===== src/rtl/mem_bus_arbiter_if.sv =====
// Signal bundle for mem_bus_arbiter: fetch bus, data bus and the shared memory port.
// The slave view belongs to the arbiter; the master view belongs to its environment.
interface mem_bus_arbiter_if;
  logic        i_valid;
  logic [63:0] i_addr;
  logic        i_addr_ok;
  logic        i_data_ok;
  logic [31:0] i_data;

  logic        d_valid;
  logic [63:0] d_addr;
  logic [2:0]  d_size;
  logic [7:0]  d_strobe;
  logic [63:0] d_wdata;
  logic        d_addr_ok;
  logic        d_data_ok;
  logic [63:0] d_rdata;

  logic        m_valid;
  logic [63:0] m_addr;
  logic [2:0]  m_size;
  logic [7:0]  m_strobe;
  logic [63:0] m_wdata;
  logic        m_addr_ok;
  logic        m_data_ok;
  logic [63:0] m_rdata;

  modport slave (
    input  i_valid, i_addr,
    output i_addr_ok, i_data_ok, i_data,
    input  d_valid, d_addr, d_size, d_strobe, d_wdata,
    output d_addr_ok, d_data_ok, d_rdata,
    output m_valid, m_addr, m_size, m_strobe, m_wdata,
    input  m_addr_ok, m_data_ok, m_rdata
  );

  modport master (
    output i_valid, i_addr,
    input  i_addr_ok, i_data_ok, i_data,
    output d_valid, d_addr, d_size, d_strobe, d_wdata,
    input  d_addr_ok, d_data_ok, d_rdata,
    input  m_valid, m_addr, m_size, m_strobe, m_wdata,
    output m_addr_ok, m_data_ok, m_rdata
  );
endinterface


===== src/rtl/mem_bus_arbiter.sv =====
// Shares one memory port between fetch (ibus) and data (dbus); one transaction in flight.
// Define ARB_FAIR_EN to let a waiting fetch win after STARVE_LIMIT consecutive dbus grants.
module mem_bus_arbiter #(
  parameter int unsigned STARVE_LIMIT = 4
) (
  input logic              clk,
  input logic              rst,
  mem_bus_arbiter_if.slave bus
);

  typedef enum logic [1:0] {IDLE, ADDR, DATA, RESP} state_t;

  state_t      state;
  state_t      state_nxt;
  logic        owner;      // 1 = dbus owns the port
  logic [63:0] addr_q;
  logic [2:0]  size_q;
  logic [7:0]  strobe_q;
  logic [63:0] wdata_q;
  logic [63:0] rdata_q;
  logic        req_any;
  logic        grant_d;
  logic        take_rdata;
  logic        m_valid_c;
  logic        d_ok_c;
  logic        i_ok_c;

  assign req_any    = bus.i_valid | bus.d_valid;
  assign take_rdata = bus.m_data_ok &&
                      ((state == DATA) || (state == ADDR && bus.m_addr_ok));

`ifdef ARB_FAIR_EN
  localparam int CW = $clog2(STARVE_LIMIT + 1);

  logic [CW-1:0] starve;

  assign grant_d = bus.d_valid && !(bus.i_valid && starve == CW'(STARVE_LIMIT));

  // Counts dbus grants that left a fetch waiting; any fetch grant or idle fetch clears it.
  always_ff @(posedge clk or negedge rst) begin
    if (!rst) begin
      starve <= '0;
    end else if (state == IDLE) begin
      if (bus.i_valid && bus.d_valid && grant_d) starve <= starve + 1'b1;
      else                                       starve <= '0;
    end
  end
`else
  localparam int unsigned unused_starve_limit = STARVE_LIMIT;

  assign grant_d = bus.d_valid;
`endif

  // NOTE: sequential state uses non-blocking (<=) so every flop samples pre-edge values.
  always_ff @(posedge clk or negedge rst) begin
    if (!rst) state <= IDLE;
    else      state <= state_nxt;
  end

  // NOTE: each combinational output gets a default first, so no path can infer a latch.
  always_comb begin
    state_nxt = state;
    case (state)
      IDLE:    if (req_any) state_nxt = ADDR;
      ADDR:    if (bus.m_addr_ok) state_nxt = bus.m_data_ok ? RESP : DATA;
      DATA:    if (bus.m_data_ok) state_nxt = RESP;
      RESP:    state_nxt = IDLE;
      default: state_nxt = IDLE;
    endcase
  end

  // A fetch response is only delivered if the fetcher still wants that exact address.
  always_comb begin
    m_valid_c = 1'b0;
    d_ok_c    = 1'b0;
    i_ok_c    = 1'b0;
    case (state)
      ADDR: m_valid_c = 1'b1;
      RESP: begin
        if (owner) d_ok_c = 1'b1;
        else       i_ok_c = bus.i_valid && (bus.i_addr == addr_q);
      end
      default: ;
    endcase
  end

  // NOTE: the request/response registers are reset too, because they drive outputs
  // that must read zero during reset.
  always_ff @(posedge clk or negedge rst) begin
    if (!rst) begin
      owner    <= 1'b0;
      addr_q   <= '0;
      size_q   <= '0;
      strobe_q <= '0;
      wdata_q  <= '0;
      rdata_q  <= '0;
    end else begin
      if (state == IDLE && req_any) begin
        owner <= grant_d;
        if (grant_d) begin
          addr_q   <= bus.d_addr;
          size_q   <= bus.d_size;
          strobe_q <= bus.d_strobe;
          wdata_q  <= bus.d_wdata;
        end else begin
          addr_q   <= bus.i_addr;
          size_q   <= 3'b010;
          strobe_q <= '0;
          wdata_q  <= '0;
        end
      end
      if (take_rdata) rdata_q <= bus.m_rdata;
    end
  end

  assign bus.m_valid   = m_valid_c;
  assign bus.m_addr    = addr_q;
  assign bus.m_size    = size_q;
  assign bus.m_strobe  = strobe_q;
  assign bus.m_wdata   = wdata_q;
  assign bus.d_addr_ok = d_ok_c;
  assign bus.d_data_ok = d_ok_c;
  assign bus.d_rdata   = rdata_q;
  assign bus.i_addr_ok = i_ok_c;
  assign bus.i_data_ok = i_ok_c;
  assign bus.i_data    = addr_q[2] ? rdata_q[63:32] : rdata_q[31:0];

endmodule

===== src/flat_wrapper.sv =====
// flat-port wrapper written by rule: the top's interface ports become plain ports
module mem_bus_arbiter_flat 
#(
  parameter int unsigned STARVE_LIMIT = 4
)
  (clk, rst, bus_i_valid, bus_i_addr, bus_i_addr_ok, bus_i_data_ok, bus_i_data, bus_d_valid, bus_d_addr, bus_d_size, bus_d_strobe, bus_d_wdata, bus_d_addr_ok, bus_d_data_ok, bus_d_rdata, bus_m_valid, bus_m_addr, bus_m_size, bus_m_strobe, bus_m_wdata, bus_m_addr_ok, bus_m_data_ok, bus_m_rdata);
  mem_bus_arbiter_if bus_i ();
  input logic clk;
  input logic rst;
  input wire logic [$bits(bus_i.i_valid)-1:0] bus_i_valid;
  input wire logic [$bits(bus_i.i_addr)-1:0] bus_i_addr;
  output wire logic [$bits(bus_i.i_addr_ok)-1:0] bus_i_addr_ok;
  output wire logic [$bits(bus_i.i_data_ok)-1:0] bus_i_data_ok;
  output wire logic [$bits(bus_i.i_data)-1:0] bus_i_data;
  input wire logic [$bits(bus_i.d_valid)-1:0] bus_d_valid;
  input wire logic [$bits(bus_i.d_addr)-1:0] bus_d_addr;
  input wire logic [$bits(bus_i.d_size)-1:0] bus_d_size;
  input wire logic [$bits(bus_i.d_strobe)-1:0] bus_d_strobe;
  input wire logic [$bits(bus_i.d_wdata)-1:0] bus_d_wdata;
  output wire logic [$bits(bus_i.d_addr_ok)-1:0] bus_d_addr_ok;
  output wire logic [$bits(bus_i.d_data_ok)-1:0] bus_d_data_ok;
  output wire logic [$bits(bus_i.d_rdata)-1:0] bus_d_rdata;
  output wire logic [$bits(bus_i.m_valid)-1:0] bus_m_valid;
  output wire logic [$bits(bus_i.m_addr)-1:0] bus_m_addr;
  output wire logic [$bits(bus_i.m_size)-1:0] bus_m_size;
  output wire logic [$bits(bus_i.m_strobe)-1:0] bus_m_strobe;
  output wire logic [$bits(bus_i.m_wdata)-1:0] bus_m_wdata;
  input wire logic [$bits(bus_i.m_addr_ok)-1:0] bus_m_addr_ok;
  input wire logic [$bits(bus_i.m_data_ok)-1:0] bus_m_data_ok;
  input wire logic [$bits(bus_i.m_rdata)-1:0] bus_m_rdata;
  assign bus_i.i_valid = bus_i_valid;
  assign bus_i.i_addr = bus_i_addr;
  assign bus_i_addr_ok = bus_i.i_addr_ok;
  assign bus_i_data_ok = bus_i.i_data_ok;
  assign bus_i_data = bus_i.i_data;
  assign bus_i.d_valid = bus_d_valid;
  assign bus_i.d_addr = bus_d_addr;
  assign bus_i.d_size = bus_d_size;
  assign bus_i.d_strobe = bus_d_strobe;
  assign bus_i.d_wdata = bus_d_wdata;
  assign bus_d_addr_ok = bus_i.d_addr_ok;
  assign bus_d_data_ok = bus_i.d_data_ok;
  assign bus_d_rdata = bus_i.d_rdata;
  assign bus_m_valid = bus_i.m_valid;
  assign bus_m_addr = bus_i.m_addr;
  assign bus_m_size = bus_i.m_size;
  assign bus_m_strobe = bus_i.m_strobe;
  assign bus_m_wdata = bus_i.m_wdata;
  assign bus_i.m_addr_ok = bus_m_addr_ok;
  assign bus_i.m_data_ok = bus_m_data_ok;
  assign bus_i.m_rdata = bus_m_rdata;
  mem_bus_arbiter #(.STARVE_LIMIT(STARVE_LIMIT)) u_core (.clk(clk), .rst(rst), .bus(bus_i));
endmodule

===== config.mk =====
export PLATFORM = sky130hd
export DESIGN_NAME = mem_bus_arbiter_flat
export DESIGN_NICKNAME = d
export VERILOG_FILES = /design/src/rtl/mem_bus_arbiter_if.sv /design/src/rtl/mem_bus_arbiter.sv /design/src/flat_wrapper.sv
export SDC_FILE = /design/constraint.sdc
export NUM_CORES = 1
export LEC_CHECK = 0
export BUFFER_PORTS_ARGS = -buffer_cell sky130_fd_sc_hd__buf_4
export CORE_AREA = 4 4 197 199
export CTS_BUF_LIST = sky130_fd_sc_hd__clkbuf_4
export CTS_CLUSTER_SIZE = 40
export DETAILED_ROUTE_END_ITERATION = 10
export DIE_AREA = 0 0 201 203
export HOLD_SLACK_MARGIN = 0.03
export PLACE_DENSITY = 0.55
export SLEW_MARGIN = 15
export SYNTH_ARGS = -nofsm -noshare
export SYNTH_HDL_FRONTEND = slang
export SYNTH_SLANG_ARGS = --single-unit

===== constraint.sdc =====
create_clock -name clk -period 1.8 [get_ports clk]
set_input_delay 0.18 -clock clk [delete_from_list [all_inputs] [get_ports clk]]
set_output_delay 0.18 -clock clk [all_outputs]
set_load 0.05 [all_outputs]

# [Word-level counts from Yosys, hierarchy flattened]
# Cells that the tools add are included.
# W data, S select, Z words.
[totals] reg_bits=206 input_bits=273 out_inout_bits=240 elab_cells=37
[classes] n_mux=15 n_eq_ne=7 bitwise=1 reduce_logical=7
[ops] operator="$mux W64" n=2
[ops] operator="$eq A64 B64 Y1" n=1
[ops] operator="$mux W32" n=1
[ops] operator="$mux W8" n=1
[ops] operator="$pmux W2 S4" n=1
[ops] operator="$mux W1" n=6
[ops] operator="$mux W2" n=3
[ops] operator="$eq A2 B2 Y1 const B" n=2
[ops] operator="$logic_and A1 B1 Y1" n=4
[ops] operator="$ne A2 B2 Y1 const B" n=2
[ops] operator="$mux W3" n=1
[ops] operator="$reduce_and A3 Y1" n=1
[ops] operator="$eq A2 B1 Y1 const B" n=1
[ops] operator="$logic_not A2 Y1" n=1
[ops] operator="$ne A2 B1 Y1 const B" n=1
[ops] operator="$logic_or A1 B1 Y1" n=1
[ops] operator="$or A1 B1 Y1" n=1

# [Longest topological paths before layout]
# Gate-level depths: netlist of run 1.
[depth] depth_word=4 mapped_depth=9 depth_no_buf=5

# [Least setup slack after synthesis of run 1]
# OpenSTA, ideal clock, no wires.
[synth_timing] kind="register -> output" from="register u_core.addr_q[25], in the netlist u_core.bus.m_addr[25]" to="output bus_i_data_ok" path_buffers=1 required_time_ps=1620 t_arrival_ps=2677 slack_ps=-1057 stages_incl_launch_ff=7 cell_sequence="dfrtp_1 -> xnor2_1 -> nand4_1 -> nor4_2 -> nand3_1 -> nor4_2 -> buf_4"
[synth_via] elab_chain_cells=4
[synth_lines] item="start: declaration" line="mem_bus_arbiter.sv:16" text="logic [63:0] addr_q;"
[synth_lines] item="start signal: assignment" line="mem_bus_arbiter.sv:101" text="addr_q <= bus.d_addr;"
[synth_lines] item="start signal: assignment" line="mem_bus_arbiter.sv:106" text="addr_q <= bus.i_addr;"
[synth_lines] item="$eq A64 B64 Y1" line="mem_bus_arbiter.sv:81" text="else i_ok_c = bus.i_valid && (bus.i_addr == addr_q);"
[synth_lines] item="$logic_and A1 B1 Y1" line="mem_bus_arbiter.sv:81"
[synth_lines] item="$mux W1" line="mem_bus_arbiter.sv:80" text="if (owner) d_ok_c = 1'b1;"
[synth_lines] item="$mux W1" line="mem_bus_arbiter.sv:77" text="case (state)"
[synth_lines] item="end: declaration" line="flat_wrapper.sv:13" text="output wire logic [$bits(bus_i.i_data_ok)-1:0] bus_i_data_ok;"
# No other way between the ends.

# [Worst setup path after layout of run 1]
[layout_timing] from="register u_core.addr_q[55], in the netlist u_core.bus.m_addr[55]" to="output bus_i_addr_ok"
[layout_via] elab_chain_cells=4
[layout_lines] item="$eq A64 B64 Y1" line="mem_bus_arbiter.sv:81"
[layout_lines] item="$logic_and A1 B1 Y1" line="mem_bus_arbiter.sv:81"
[layout_lines] item="$mux W1" line="mem_bus_arbiter.sv:80"
[layout_lines] item="$mux W1" line="mem_bus_arbiter.sv:77"
[layout_lines] item="end: declaration" line="flat_wrapper.sv:12" text="output wire logic [$bits(bus_i.i_addr_ok)-1:0] bus_i_addr_ok;"
# No other way between the ends.

==> results.cfg, run 1 <==
[setup_path]
cp_top_family = simple AND/OR/NAND/NOR gates
max_stage_delay_ns = 0.39
cp-end-kind = output port
path_buf_inv = 3
r2r-start = u_core.state[1]
worstPathArrival_ns = 2.64
crit_start = u_core.bus.m_addr[55]
path_cells = xnor2_1 -> buf_4 -> nand4_1 -> nor4_4 -> nand3_2 -> nor4_4 -> buf_4 -> buf_8
cp.required_ns = 1.62
crit_type = reg -> out
slowest_stage = dfrtp_1
cp-start-kind = register
path_max_fanout = 2

[pwr]
p_per_area_mw_per_mm2 = 2020
p_clk_share_pct = 11.6
seq_power_share_pct = 21.7
p_int_mw = 19.7
p_sw_share_pct = 50.1
power_mw = 39.6
p_leak_nw = 9.98
p_switching_mw = 19.8
vdd_drop_max_uv = 2160
share_comb_of_total_power_pct = 66.7

[yosys]
synthCells = 887
synth_top_family_by_area = multiplexers
synth_seq_cells = 206
syn_nets = 1164
yosysWarnings = 0
synth-compound-area-share_pct = 4.02
muxShareOfSynthArea_pct = 18.0
ys_types = 28
yosysSeqAreaShare_pct = 54.0
syn_area_mm2 = 0.00955
yosys.area_share.simple_pct = 14.3
synthAdderAreaFrac_pct = 0.524
avgSynthCellArea_um2 = 10.8
synth_xor_xnor_area_share_pct = 5.87

[sta]
worst_pin_slew_ns = 0.429
hold_viol_final = 0
fmax_ghz = 0.355
fin_worst_skew_ns = 0.0361
tns_ns = -20.02
setup_viol_count_final = 99
rsz0062_at_grt = yes
finalCritPeriodShare_pct = 157
setup_ws_ns = -1.02
fin_crit_ns = 2.82
slew_viol_final = 0
hold_ws_ns = 0.195
slew_headroom_pct = 71.2

[run_status]
status = finished, violations left
failed_checks = negative setup slack

[finish]
area_growth_pct = 105
drive_gt1_share_pct = 47.9
final_common_cell = buf_4
final_area_mm2 = 0.0196
regArea_mm2 = 0.00519
fin_util_pct = 52.5
layout_common_cells = buf_4 (573), dlygate4sd3_1 (273), nand2_1 (217)
num-nets-final = 2098
fillers = 3229
multi_input_area_mm2 = 0.00448
fin_cells = 2350

[global_routing]
grt_overflow = 0
grt_pass1_wl_um = 64100
grt_pass1_vias = 11323
grt_usage_pct = 19.9
grt_max_degree = 91
antenna_found_initial = 7

[cts]
cts.path.max_buffers = 3
clkTransAtPathRegs_ns = 0.07
cts_buffers = 59
clk_latency_ns = 0.76
numClockSinks = 206
root_buffer = clkbuf_4
htreeDepth = 2
cts_tree = built

[die]
die_width_um = 201
fp.coreArea_mm2 = 0.0372
pin_count = 513
die_area_mm2 = 0.0408
rows = 71
die_y_um = 203
start_util_pct = 25.7

[place]
port_buffers = 512
dpl-instance-area_mm2 = 0.0147
hpwl_um = 29300
pre_cts_ws_ns = -0.418
routabilityCongestion = 0.877
dp_cells = 1917

[min_path]
hp-start = bus_m_rdata[11]
hold_class = in -> reg

[routing]
drtPass1Iterations = 5
routed_via_density = 4.46
antenna_left = 0
vias = 10490
drt_iter0_markers = 381
drcViolationCount = 0
wl_per_cell_um = 19.4
totalWireLength_um = 45600

[flow_run]
drv_cap = 0
-- synthesized netlist by cell type, drive strengths merged --
master,instances,area (um^2)
ha,4,50.1
nand3,76,380
and2,1,6.26
nor2b,1,6.26
nor4,7,56.3
o21ai,68,352
xor2,16,140
mux2i,64,641
nand2,218,821
nand4b,1,8.76
a222oi,1,10.0
a211oi,1,7.51
clkbuf,21,78.8
nand4,12,75.1
a21o,1,7.51
buf,38,223
dfrtp,206,5150
mux2,96,1080
xnor2,48,420
nor3,1,5.00
inv,4,15.0
nor2,1,3.75
a22oi,1,7.51
-- power by group through the flow --
stage               clock (mW)  sequential [mW]  combinational [mW]
floorplan                    0             15.7                6.80
global placement             0             8.41                22.3
detailed placement           0             8.48                22.3
CTS                       4.79             8.45                24.4
global route              5.05             8.83                27.5
finish                    4.59             8.59                26.4
-- flip-flops by register name, indices dropped and copies added, names as in the netlist --
| signal | flops |
|---|---|
| u_core.bus.d_rdata | 64 |
| u_core.bus.m_size | 3 |
| u_core.state | 2 |
| u_core.bus.m_wdata | 64 |
| u_core.bus.m_addr | 64 |
| u_core.owner | 1 |
| u_core.bus.m_strobe | 8 |
-- kinds of logic after synthesis --
family,count (synthesis)
buffers and inverters,63
AOI/OAI and AO/OA,72
muxes,160
adders and majority gates,4
and+or+nand+nor,318
xor gates and xnor gates,64
DFF,206
-- timing repair --
action	CTS	global route
hold buffers	274	0
pin swaps	4	6
endpoints found under the hold margin	412	0
buffers inserted	10	13
setup endpoints to repair	39	153
gates cloned	5	16
resized for setup	85	95
-- final cells by class --
class                           instances  share of cell area (%)
Clock inverter                         18                   0.544
Inverter                                4                  0.0896
Tap cell                              474                    3.03
Antenna cell                            7                  0.0896
Timing Repair Buffer                  932                    43.3
Sequential cell                       206                    26.5
Multi-Input combinational cell        618                    22.9
Clock buffer                           91                    3.49
-- per-layer routing --
layer / vias to the layer above / share of wire [%] / routed length, um / track usage, %
met2: 442 / 50 / 22900 / 34.5
li1: 4938 / - / - / -
met4: 0 / 3.8 / 1730 / 9.88
met5: - / 0 / 0 / 0
met3: 82 / 7.1 / 3220 / 6.04
met1: 5028 / 39 / 17700 / 22.3
-- final timing paths --
check	slack, ns	cells after the start	to
max	-1.02	8	bus_i_addr_ok
min	0.19	3	u_core.bus.d_rdata[11]
max reg2reg	-0.10	8	u_core.bus.d_rdata[2]
min reg2reg	0.47	2	u_core.bus.m_wdata[23]
max in group asynchronous	0.81	4	u_core.bus.m_wdata[29]
min in group asynchronous	0.61	4	u_core.bus.m_wdata[4]
-- tightest hold or removal path, cell delays in order --
cell           delay [ns]
dlygate4sd3_1        0.52
buf_4                0.10
mux2_4               0.13
No activity file was read; power rests on OpenSTA's default activity.
==> run 2, diff against run 1 <==
==> constraint.sdc (replaced) <==
create_clock -name clk -period 3.6 [get_ports clk]
set_input_delay 0.36 -clock clk [delete_from_list [all_inputs] [get_ports clk]]
set_output_delay 0.36 -clock clk [all_outputs]
set_load 0.05 [all_outputs]
==> run 2 against run 1 <==
The run now ends clean; hold slack worse by 0.036 ns; register-to-register slack better by 1.7 ns; clock skew is 0.012 ns higher; combinational power is 60% lower; largest cell class unchanged; largest power group unchanged.
==> results.cfg, run 2 (synthesis gave the netlist of run 1 again) <==
[run_status]
status = completed

[sta]
worst_pin_slew_ns = 0.856
rsz0062_at_grt = no
fmax_ghz = 0.309
fin_worst_skew_ns = 0.0478
tns_ns = 0
fin_crit_ns = 3.24
hold_viol_final = 0
finalCritPeriodShare_pct = 90.0
slew_headroom_pct = 42.9
setup_viol_count_final = 0
slew_viol_final = 0

[die]
die_width_um = 201
start_util_pct = 25.7
die_area_mm2 = 0.0408
fp.coreArea_mm2 = 0.0372
pin_count = 513
die_y_um = 203
rows = 71

[setup_path]
crit_type = reg -> out
cp.required_ns = 3.24
r2r-end = u_core.bus.d_rdata[6]
rr_worst_depth = 6
cp-start-kind = register
path_max_fanout = 3
rrSetupSlack_ns = 1.55
r2r-start = u_core.state[1]
worstPathArrival_ns = 2.88
cp-end-kind = output port

[min_path]
whs_path_depth = 4
hold_path_end = u_core.state[1]
hold_class = in -> reg
hp-start = bus_m_addr_ok

[finish]
drive_gt1_share_pct = 41.4
area_growth_pct = 80.6
final_common_cell = buf_4
layout_common_cells = buf_4 (514), dlygate4sd3_1 (270), nand2_1 (217)
num-nets-final = 1957
fillers = 3474
fin_cells = 2194

[global_routing]
grt_pass1_wl_um = 59600
grt_usage_pct = 18.4
grt_overflow = 0
grt_max_degree = 184
grt_pass1_vias = 10506
antenna_found_initial = 3

[cts]
cts_resized = 0
cts_tree = built
clk_latency_ns = 0.75
numClockSinks = 206
cts_buffers = 59
clkTransAtPathRegs_ns = 0.06
cts.path.max_buffers = 3
root_buffer = clkbuf_4
cts_setup_buffers = 0
htreeDepth = 2

[place]
routabilityCongestion = 0.810
hpwl_um = 27500
port_buffers = 512
dp_cells = 1823

[routing]
drcViolationCount = 0
drtPass1Iterations = 5
totalWireLength_um = 39100
wl_per_cell_um = 17.8
drt_iter0_markers = 407
antenna_left = 0
routed_via_density = 4.41
vias = 9676

[pwr]
power_mw = 17.0
p_per_area_mw_per_mm2 = 987
p_leak_nw = 8.58
vdd_drop_max_uv = 792

[flow_run]
drv_cap = 0
## run 2: worst max-delay path, cell delays in order, from the launching register on
cell and delay, ns:
dfrtp_1 0.40, xnor2_1 0.44, nand4_1 0.19, nor4_2 0.30
nand3_1 0.14, nor4_2 0.39, buf_4 0.28
## run 2: timing repair
item / in CTS / in global routing
hold buffers: 270 / 0
endpoints found under the hold margin: 308 / 0
setup endpoints to repair: 0 / 0
## run 2: report_power, final
group	internal [mW]	switching [mW]	leakage (nW)
combinational	3.40	7.19	5.62
sequential	3.41	0.912	2.54
clock	1.08	1.02	0.419
total	7.89	9.12	8.58
## run 2: layout make-up
type                    instances  area [um^2]  share of cell area, %
clock inverters                12         47.5                  0.276
repair buffers                791         6690                   38.8
inverters                       4         15.0                 0.0871
well taps                     474          593                   3.44
clock buffers                  86          646                   3.74
flip-flops and latches        206         5160                   29.9
multi-input cells             618         4090                   23.7
diodes                          3         7.51                 0.0435
## run 2: stage by stage
| stage | worst slack (ns) | utilization [%] | cell area [um^2] | hold WS, ns |
|---|---|---|---|---|
| global placement | 1.01 | 37.2 | 13800 | 0.452 |
| CTS | 0.169 | 46.3 | 17200 | 0.0397 |
| floorplan | 0.563 | - | 9550 | 0.0644 |
| finish | 0.362 | 46.3 | 17200 | 0.159 |
| global route | 0.169 | 46.3 | 17200 | 0.102 |
| detailed placement | 0.981 | 37.2 | 13800 | 0.456 |
## run 2: worst max path at each step
stage / to / from / depth (start not counted)
finish: bus_i_data_ok / u_core.bus.m_addr[58] / 6
global route: bus_i_data_ok / u_core.bus.m_addr[58] / 6
CTS: bus_i_addr_ok / u_core.bus.m_addr[62] / 6
detailed placement: bus_i_addr_ok / bus_i_addr[62] / 7
global placement: bus_i_data_ok / bus_i_addr[58] / 7
floorplan: bus_i_data_ok / u_core.bus.m_addr[25] / 6
## run 2: per-layer routing
metal	wire, um	part of all wire [%]	track usage, %	vias up
met5	0	0	0	-
met2	20100	51	32.3	322
met3	2400	6.1	4.97	73
li1	-	-	-	4621
met4	1130	2.9	6.76	0
met1	15500	40	21.7	4660
